<file path="src/rtl/modulo_dispensador_rolhas_pkg.sv">
// -----------------------------------------------------------------------------
// pkg_rolhas
// Shared definitions for the cork-handling blocks: state encodings of the
// sealing and refill controllers, default stock thresholds and the stock
// value type used by the cork register and the display encoders.
// -----------------------------------------------------------------------------
package pkg_rolhas;

   localparam int LARGURA_ESTOQUE      = 7;
   localparam int MIN_ROLHAS_PADRAO    = 5;
   localparam int LOTE_PADRAO          = 20;
   localparam int MAX_ROLHAS_PADRAO    = 99;
   localparam int TEMPO_VEDACAO_PADRAO = 3;
   localparam int TIMEOUT_REP_PADRAO   = 15;

   typedef logic [LARGURA_ESTOQUE-1:0] estoque_t;

   typedef enum logic [2:0] {
      OCIOSO    = 3'd0,
      ALIMENTA  = 3'd1,
      VEDANDO   = 3'd2,
      CONCLUI   = 3'd3,
      BLOQUEADO = 3'd4
   } estado_vedacao_t;

   typedef enum logic [1:0] {
      REP_OCIOSO   = 2'd0,
      REP_PEDE     = 2'd1,
      REP_ADICIONA = 2'd2,
      REP_ESPERA   = 2'd3
   } estado_rep_t;

endpackage

</file>
<file path="src/rtl/modulo_temporizador_vedacao.sv">
// -----------------------------------------------------------------------------
// modulo_temporizador_vedacao
// Loadable down-counter with a terminal flag. Used as the piston timer and as
// the refill watchdog.
//   clk, clr : clock, synchronous active-high clear
//   carga    : load 'valor' (has priority over counting)
//   conta    : decrement by one while nonzero
//   valor    : load value
//   fim      : counter is at zero
// -----------------------------------------------------------------------------
module modulo_temporizador_vedacao #(
   parameter int LARGURA = 4
) (
   input  logic               clk,
   input  logic               clr,
   input  logic               carga,
   input  logic               conta,
   input  logic [LARGURA-1:0] valor,
   output logic               fim
);

   logic [LARGURA-1:0] contagem_r;

   // down-counter register: load wins, saturates at zero
   always_ff @(posedge clk) begin
      if (clr) begin
         contagem_r <= '0;
      end else if (carga) begin
         contagem_r <= valor;
      end else if (conta && (contagem_r != '0)) begin
         contagem_r <= contagem_r - LARGURA'(1);
      end else begin
         contagem_r <= contagem_r;
      end
   end

   assign fim = (contagem_r == '0);

endmodule

</file>
<file path="src/rtl/modulo_dispensador_rolhas.sv">
// -----------------------------------------------------------------------------
// modulo_dispensador_rolhas
// Cork consumer: serves sealing requests (one cork per bottle, timed piston,
// 4-phase-style ack), watches stock and runs a refill handshake with the
// supplier. Emits mutually exclusive dec_rolha / add_lote strobes toward the
// cork register; add_lote wins and dec_rolha is deferred one cycle.
//   clk, clr        : clock, synchronous active-high reset
//   enable          : allows new sealing requests to be accepted
//   pedido_vedacao  : sealing request (level)   ack_vedacao : sealing done
//   estoque         : current stock             piston      : actuator on
//   dec_rolha       : subtract-one strobe       add_lote    : add-lot strobe
//   falta_rolha     : registered estoque < MIN_ROLHAS
//   rep_req/rep_ack : refill handshake with the supplier
// Optional macro REPOSICAO_TIMEOUT_EN adds erro_reposicao and a watchdog on
// the refill request.
// -----------------------------------------------------------------------------
module modulo_dispensador_rolhas
   import pkg_rolhas::*;
#(
   parameter int LARGURA        = LARGURA_ESTOQUE,
   parameter int MIN_ROLHAS     = MIN_ROLHAS_PADRAO,
   parameter int LOTE_REPOSICAO = LOTE_PADRAO,
   parameter int MAX_ROLHAS     = MAX_ROLHAS_PADRAO,
   parameter int TEMPO_VEDACAO  = TEMPO_VEDACAO_PADRAO,
   parameter int TIMEOUT_REP    = TIMEOUT_REP_PADRAO
) (
   input  logic               clk,
   input  logic               clr,
   input  logic               enable,
   input  logic               pedido_vedacao,
   input  logic [LARGURA-1:0] estoque,
   output logic               ack_vedacao,
   output logic               piston,
   output logic               dec_rolha,
   output logic               add_lote,
   output logic               falta_rolha,
   output logic               rep_req,
   input  logic               rep_ack
`ifdef REPOSICAO_TIMEOUT_EN
   ,
   output logic               erro_reposicao
`endif
);

   // one timer width fits both the piston time and the watchdog limit
   localparam int VALOR_MAX = (TEMPO_VEDACAO > TIMEOUT_REP) ? TEMPO_VEDACAO : TIMEOUT_REP;
   localparam int LARGURA_T = $clog2(VALOR_MAX + 1);

   estado_vedacao_t sel_r, sel_next;
   estado_rep_t     rep_r, rep_next;

   logic           tmr_carga_s;
   logic           tmr_conta_s;
   logic           tmr_fim_s;
   logic [LARGURA:0] soma_s;
   logic           cabe_lote_s;

   // stock + lot evaluated one bit wider so it can never wrap
   assign soma_s      = {1'b0, estoque} + (LARGURA+1)'(LOTE_REPOSICAO);
   assign cabe_lote_s = (soma_s <= (LARGURA+1)'(MAX_ROLHAS));
   assign tmr_conta_s = (sel_r == VEDANDO);

   modulo_temporizador_vedacao #(.LARGURA(LARGURA_T)) u_tmr_piston (
      .clk   (clk),
      .clr   (clr),
      .carga (tmr_carga_s),
      .conta (tmr_conta_s),
      .valor (LARGURA_T'(TEMPO_VEDACAO - 1)),
      .fim   (tmr_fim_s)
   );

`ifdef REPOSICAO_TIMEOUT_EN
   logic wd_carga_s;
   logic wd_fim_s;
   logic erro_set_s;
   logic erro_r;

   modulo_temporizador_vedacao #(.LARGURA(LARGURA_T)) u_tmr_watchdog (
      .clk   (clk),
      .clr   (clr),
      .carga (wd_carga_s),
      .conta (rep_r == REP_PEDE),
      .valor (LARGURA_T'(TIMEOUT_REP - 1)),
      .fim   (wd_fim_s)
   );

   // sticky refill error, cleared only by clr
   always_ff @(posedge clk) begin
      if (clr) begin
         erro_r <= 1'b0;
      end else begin
         erro_r <= erro_r | erro_set_s;
      end
   end

   assign erro_reposicao = erro_r;
`endif

   // sealing next-state logic; leaving ALIMENTA requires the dec strobe to have fired
   always_comb begin
      sel_next    = sel_r;
      tmr_carga_s = 1'b0;
      case (sel_r)
         OCIOSO: begin
            if (enable && pedido_vedacao) begin
               if (estoque != '0) begin
                  sel_next = ALIMENTA;
               end else begin
                  sel_next = BLOQUEADO;
               end
            end else begin
               sel_next = OCIOSO;
            end
         end
         ALIMENTA: begin
            if (dec_rolha) begin
               sel_next    = VEDANDO;
               tmr_carga_s = 1'b1;
            end else begin
               sel_next = ALIMENTA;
            end
         end
         VEDANDO: begin
            if (tmr_fim_s) begin
               sel_next = CONCLUI;
            end else begin
               sel_next = VEDANDO;
            end
         end
         CONCLUI: begin
            if (!pedido_vedacao) begin
               sel_next = OCIOSO;
            end else begin
               sel_next = CONCLUI;
            end
         end
         BLOQUEADO: begin
            if (estoque != '0) begin
               sel_next = ALIMENTA;
            end else begin
               sel_next = BLOQUEADO;
            end
         end
         default: sel_next = OCIOSO;
      endcase
   end

   // refill next-state logic
   always_comb begin
      rep_next = rep_r;
`ifdef REPOSICAO_TIMEOUT_EN
      wd_carga_s = 1'b0;
      erro_set_s = 1'b0;
`endif
      case (rep_r)
         REP_OCIOSO: begin
`ifdef REPOSICAO_TIMEOUT_EN
            if (falta_rolha && cabe_lote_s && !erro_r) begin
               rep_next   = REP_PEDE;
               wd_carga_s = 1'b1;
            end else begin
               rep_next = REP_OCIOSO;
            end
`else
            if (falta_rolha && cabe_lote_s) begin
               rep_next = REP_PEDE;
            end else begin
               rep_next = REP_OCIOSO;
            end
`endif
         end
         REP_PEDE: begin
            if (rep_ack) begin
               rep_next = REP_ADICIONA;
`ifdef REPOSICAO_TIMEOUT_EN
            end else if (wd_fim_s) begin
               rep_next   = REP_OCIOSO;
               erro_set_s = 1'b1;
`endif
            end else begin
               rep_next = REP_PEDE;
            end
         end
         REP_ADICIONA: rep_next = REP_ESPERA;
         REP_ESPERA: begin
            if (!rep_ack) begin
               rep_next = REP_OCIOSO;
            end else begin
               rep_next = REP_ESPERA;
            end
         end
         default: rep_next = REP_OCIOSO;
      endcase
   end

   // state and output registers; outputs decode the next state so they align with it
   always_ff @(posedge clk) begin
      if (clr) begin
         sel_r       <= OCIOSO;
         rep_r       <= REP_OCIOSO;
         ack_vedacao <= 1'b0;
         piston      <= 1'b0;
         dec_rolha   <= 1'b0;
         add_lote    <= 1'b0;
         falta_rolha <= 1'b0;
         rep_req     <= 1'b0;
      end else begin
         sel_r       <= sel_next;
         rep_r       <= rep_next;
         ack_vedacao <= (sel_next == CONCLUI);
         piston      <= (sel_next == VEDANDO);
         // add_lote owns the register port; a colliding decrement waits a cycle
         dec_rolha   <= (sel_next == ALIMENTA) && (rep_next != REP_ADICIONA);
         add_lote    <= (rep_next == REP_ADICIONA);
         falta_rolha <= (estoque < LARGURA'(MIN_ROLHAS));
         rep_req     <= (rep_next == REP_PEDE);
      end
   end

endmodule

</file>
<file path="config.mk">
export PLATFORM = sky130hd
export DESIGN_NAME = modulo_dispensador_rolhas
export DESIGN_NICKNAME = d
export VERILOG_FILES = /design/src/rtl/modulo_dispensador_rolhas_pkg.sv /design/src/rtl/modulo_temporizador_vedacao.sv /design/src/rtl/modulo_dispensador_rolhas.sv
export SDC_FILE = /design/constraint.sdc
export NUM_CORES = 1
export LEC_CHECK = 0
export ABC_CLOCK_PERIOD_IN_PS = 2000
export CAP_MARGIN = 20
export CORE_MARGIN = 2
export CORE_UTILIZATION = 40
export DETAILED_ROUTE_END_ITERATION = 8
export PLACE_DENSITY = 0.78
export SLEW_MARGIN = 20
export SYNTH_ARGS = -nofsm -noshare
export SYNTH_HDL_FRONTEND = slang
export SYNTH_SLANG_ARGS = --single-unit
</file>
<file path="constraint.sdc">
create_clock -name clk -period 2 [get_ports clk]
set_clock_uncertainty 0.1 [all_clocks]
set_input_delay 0.2 -clock clk [delete_from_list [all_inputs] [get_ports clk]]
set_output_delay 0.2 -clock clk [all_outputs]
set_load 0.02 [all_outputs]
</file>
==> run metrics, run 1 <==
outcome=finished clean; Post-synth EDFFs=0; first-pass GRT wire length=2170 um; DR pass1 iterations=3; final hold vios=0; Worst setup SP type=primary input; HP Class=flop to flop; drt first-iter violations=5; io pins=18; htree depth=1; PwrDens=660 nW/um^2; largest net degree at the start of global routing=12; FF/Latch Area=300 um^2; final setup vio count=0; Clock Latency Late Sink=290 ps; Die ar.=1950 um^2; number of synthesized register bits=15; Synth-to-Final Area Change=35.5%; CP Capture Type=flop; GPL Wtd Cong=0.775; Synth area leader=dfxtp_1; post-route ant nets=0; fill count=129; clock-pin slew on the worst setup and hold paths=90 ps; top cell family by delay on the critical path=simple AND/OR/NAND/NOR gates; Max FO, Critical Path=4; Rel. slew slack=71.7%; number of CTS-inserted buffers=3; Worst EP required=2140 ps; Hold WS=406 ps; Async SR Flop Fraction=0%; grt ovf=0; Final Max Tran Viols=0; cts hold-fix bufs=0; Final Instance Count excl. Fillers=106; final setup TNS=0 ps; Total Routing Usage GR=15.3%; Synth Flop Type=dfxtp_1; drt wl/cell=11.3 um; share of cells above drive strength 1=11.1%; Worst-Margin Slew=414 ps; Synth top area share=46.6%; CP cell instances=clkdlybuf4s50_1 > or4_4 > or4_4 > a211oi_2 > and2_1; register area share after synthesis=46.6%; syn avg cell area=9.48 um^2; TritonCTS clock tree=yes; Die Ht=44.1 um; std cell rows=14; post-route setup slack=32.7 ps; post-layout utilization of the core=58.0%; WL final=1200 um; initial antenna violation count=0; placed cell count=102; Die Span X=44.1 um; n_diodes=0; Post-Place Worst Slack=-265 ps; post-DR vias/cell=5.09; DR vias=540; dominant cells by area after synthesis=dfxtp_1 (47%), nor3_1 (4.7%), ha_1 (3.9%); DP HPWL=930 um; Syn Nets=82; nets=105; VDD IR-drop max=0.402 mV; CTS sink count=15; CP Buf/Inv Count=1; min Tclk post-route=1970 ps; Post-CTS Repair Setup Buffers=0; Static Leak=0.323 nW; RSZ-0062 raised after global routing=true; Crit path top cell by count=or4_4; multi-input logic area=325 um^2; Starting Density=42.8%; PortBufs=17; Cell Area, Synth=644 um^2; synthesized instance count=68; Clock Tree Root=clkbuf_4; drt drc=0; critical path class=primary input to flop; Max Cap Violations=0; synth unique cells=28; CTS Buffer Depth=2; Max Freq=0.508 GHz; max incr delay on CP=540 ps; slowest CP cell=or4_4; warnings from Yosys=0; post-route clock period utilization=98.4%; Core ar.=1510 um^2; vias in the first global route=567; worst path arrival time=2110 ps
## registers in the layout, summed over array words and instances (netlist names)
name and count:
add_lote 1, u_tmr_piston.contagem_r 4, sel_r 3, rep_req 1, falta_rolha 1, piston 1
ack_vedacao 1, dec_rolha 1, rep_r 2
## per-layer routing
metal	share of wire, %	up-vias	track usage, %
met1	48	231	18.0
met3	4.2	5	2.45
met4	2.9	0	10.9
met2	45	15	25.0
met5	0	-	0
li1	-	289	-
## worst register-to-register path: stages (launching register included)
cell and delay [ps]:
dfxtp_1 350, inv_1 90, ha_1 140, or3b_2 490, nor2b_1 210, a211oi_2 90, nor4_1 230
## cells in the mapped netlist (3+ instances only)
master / n
nor2b_1: 3
nor2_1: 5
inv_1: 4
dfxtp_1: 15
a21oi_1: 3
nor3_1: 6
## stage by stage
| stage | cell area [um^2] | power, mW |
|---|---|---|
| floorplan | 644 | 0.362 |
| global placement | 846 | 0.404 |
| detailed placement | 846 | 0.406 |
| CTS | 873 | 0.584 |
| global route | 873 | 0.600 |
| finish | 873 | 0.576 |
## cells in the final DEF, fill, tap and decap left out, types with 3 or more instances in the layout
cell type | Yosys | layout
nor3_1 | 6 | 6
clkbuf_4 | 0 | 3
inv_1 | 4 | 4
nor2_1 | 5 | 5
clkdlybuf4s50_1 | 0 | 17
dfxtp_1 | 15 | 15
nor2b_1 | 3 | 3
a21oi_1 | 3 | 3
## area by class of cell
class	instances	share of cell area (%)
clock buffer	3	2.58
tap	16	2.29
inverter	4	1.72
timing repair buffer	19	21.2
clock inverter	1	0.573
sequential	15	34.4
multi-input combinational	48	37.2
## logic make-up after synthesis
| kind of cell | count (synthesis) | share of synthesized area [%] |
|---|---|---|
| AND/OR/NAND/NOR | 32 | 30.3 |
| AO/OA/AOI/OAI | 11 | 12.2 |
| flip-flops | 15 | 46.6 |
| buffers and inverters | 5 | 2.91 |
| XOR/XNOR | 3 | 4.08 |
| adder cells (fa/ha/maj) | 2 | 3.88 |
## worst paths after layout
check / depth (start not counted) / slack (ps) / start / end
max: 5 / 30 / estoque[6] / piston
min: 1 / 410 / rep_r[1] / add_lote
max reg2reg: 6 / 210 / u_tmr_piston.contagem_r[0] / dec_rolha
min reg2reg: 1 / 410 / rep_r[1] / add_lote
## what timing repair did
action	CTS	global route
endpoints found under the hold margin	0	0
resized for setup	0	0
endpoints found under the setup margin	0	1
## report_power, final
group          internal, mW  total, mW  switching, mW
Clock                0.0744      0.177          0.103
Combinational        0.0471     0.0817         0.0346
Sequential            0.308      0.317        0.00867
No activity file was read; power rests on OpenSTA's default activity.
==> run 2: changes to the inputs <==
CTS_CLUSTER_DIAMETER = 40   (was default)
==> results of run 2 <==
Final layout, timing and power as in run 1 (identical DEF).
==> run 3: changes to the inputs <==
CORE_UTILIZATION = 44   (was 40)
MAX_ROUTING_LAYER = met4   (was default)
PLACE_DENSITY = 0.83   (was 0.78)
==> run metrics, run 3 (synthesis gave the netlist of run 1 again) <==
outcome=finished clean; Max Freq=0.512 GHz; max incr delay on CP=540 ps; drt wl/cell=12.2 um; VDD IR-drop max=0.441 mV; first-pass GRT wire length=2130 um; CP Buf/Inv Count=1; nets=105; Die Span X=42.3 um; Seq pwr share=55.2%; post-DR vias/cell=5.49; worst setup path startpoint=estoque[6]; Die ar.=1790 um^2; Final Instance Area=882 um^2; PortBufs=17; PwrDens=652 nW/um^2; Largest register FFs=4; Comb power frac=14.9%; io pins=18; Final Instance Count excl. Fillers=105; number of CTS-inserted buffers=3; Post-CTS Repair Setup Buffers=0; Worst EP required=2130 ps; placed cell count=101; Total Routing Usage GR=16.5%; Crit path top cell by count=or4_4; highest routed layer=met4; RSZ-0062 raised after global routing=false; DR pass1 iterations=5; Max FO, Critical Path=4; DR vias=576; CP Capture Type=flop; TritonCTS clock tree=yes; vias in the first global route=533; largest net degree at the start of global routing=10; post-route setup slack=48.1 ps; Biggest register=u_tmr_piston.contagem_r; switching share of power=25.0%; min Tclk post-route=1950 ps; clock share of power=29.9%; Worst-Margin Slew=754 ps; clock-pin slew on the worst setup and hold paths=90 ps; std cell rows=13; Core ar.=1330 um^2; Worst setup SP type=primary input; worst path arrival time=2080 ps; commonest non-fill, non-tap cell in the layout=clkdlybuf4s50_1; drt drc=0; Hold Startpoint=u_tmr_piston.contagem_r[3]; CTS sink count=15; post-route clock period utilization=97.6%; largest registers=u_tmr_piston.contagem_r: 4 flops, sel_r: 3 flops, rep_r: 2 flops; Post-Place Worst Slack=-254 ps; DP HPWL=1010 um; final setup vio count=0; Max Cap Violations=0; drt first-iter violations=10; Rel. slew slack=48.5%; HP Class=flop to flop; final setup TNS=0 ps; reg-to-reg startpoint=u_tmr_piston.contagem_r[0]; initial antenna violation count=0; Final Max Tran Viols=0; CTS Buffer Depth=2; Synth-to-Final Area Change=36.9%; grt ovf=0; top cell family by delay on the critical path=simple AND/OR/NAND/NOR gates; Die Ht=42.3 um; CP cell instances=clkdlybuf4s50_1 > or4_4 > or4_4 > a211oi_4 > and2_1; fill count=114; Clock Tree Root=clkbuf_4; net switching power figure=0.144 mW; share of cells above drive strength 1=12.2%; n_diodes=0; DR WL met3=66 um; GPL Wtd Cong=0.812; Static Leak=0.325 nW; Starting Density=48.3%; Area after DPL=845 um^2; critical path class=primary input to flop; post-route ant nets=0; slowest CP cell=or4_4; Clock Latency Late Sink=290 ps; final hold vios=0; met2 WL=627 um; met1 wire length=552 um; cell-internal power=0.431 mW; WL final=1280 um; htree depth=1; commonest cells after routing, fill and taps aside=clkdlybuf4s50_1 (17), dfxtp_1 (15), nor3_1 (6)
[run 3: cell counts in the layout (fill, tap and decap cells not counted)]
Identical to the previous run, type by type.
[run 3: cell type report]
type	instances	area (um^2)	area share [%]
timing repair buffer	19	185	21.0
sequential	15	300	34.0
clock inverter	1	5.00	0.567
tap	15	18.8	2.13
clock buffer	3	22.5	2.55
inverter	4	15.0	1.70
multi-input combinational	48	335	38.0
[run 3: per-layer routing]
layer  vias to the layer above  track usage, %
li1                        289               -
met1                       263            17.9
met2                        19            26.5
met3                         5            5.17
met4                         0            9.38
met5                         -               -
[run 3: stage by stage]
step                power [mW]  hold WS [ps]  utilization (%)
floorplan                0.362           186                -
global placement         0.402           393             63.3
detailed placement       0.405           391             63.3
CTS                      0.571           415             65.4
global route             0.601           445             66.1
finish                   0.575           416             66.1
[run 3: power by group through the flow]
| stage | Clock [mW] | Combinational, mW | Sequential, mW |
|---|---|---|---|
| floorplan | 0 | 0.0347 | 0.327 |
| global placement | 0 | 0.0789 | 0.323 |
| detailed placement | 0 | 0.0811 | 0.324 |
| CTS | 0.171 | 0.0823 | 0.317 |
| global route | 0.189 | 0.0931 | 0.319 |
| finish | 0.172 | 0.0857 | 0.317 |
[run 3: timing repair]
item                       in CTS  in global routing
hold buffers                    0                  0
resized for setup               0                  2
setup endpoints to repair       0                  4
[run 3: final timing paths]
kind              slack (ps)  cells past startpoint                         end
setup / recovery          50                      5                      piston
setup reg to reg         180                      6                   dec_rolha
hold / removal           420                      2  u_tmr_piston.contagem_r[3]
hold reg to reg          420                      2  u_tmr_piston.contagem_r[3]
[run 3: worst min-delay path, stage by stage (launching register included)]
cell	delay, ps
dfxtp_1	350
xor2_1	70
nor2_1	70
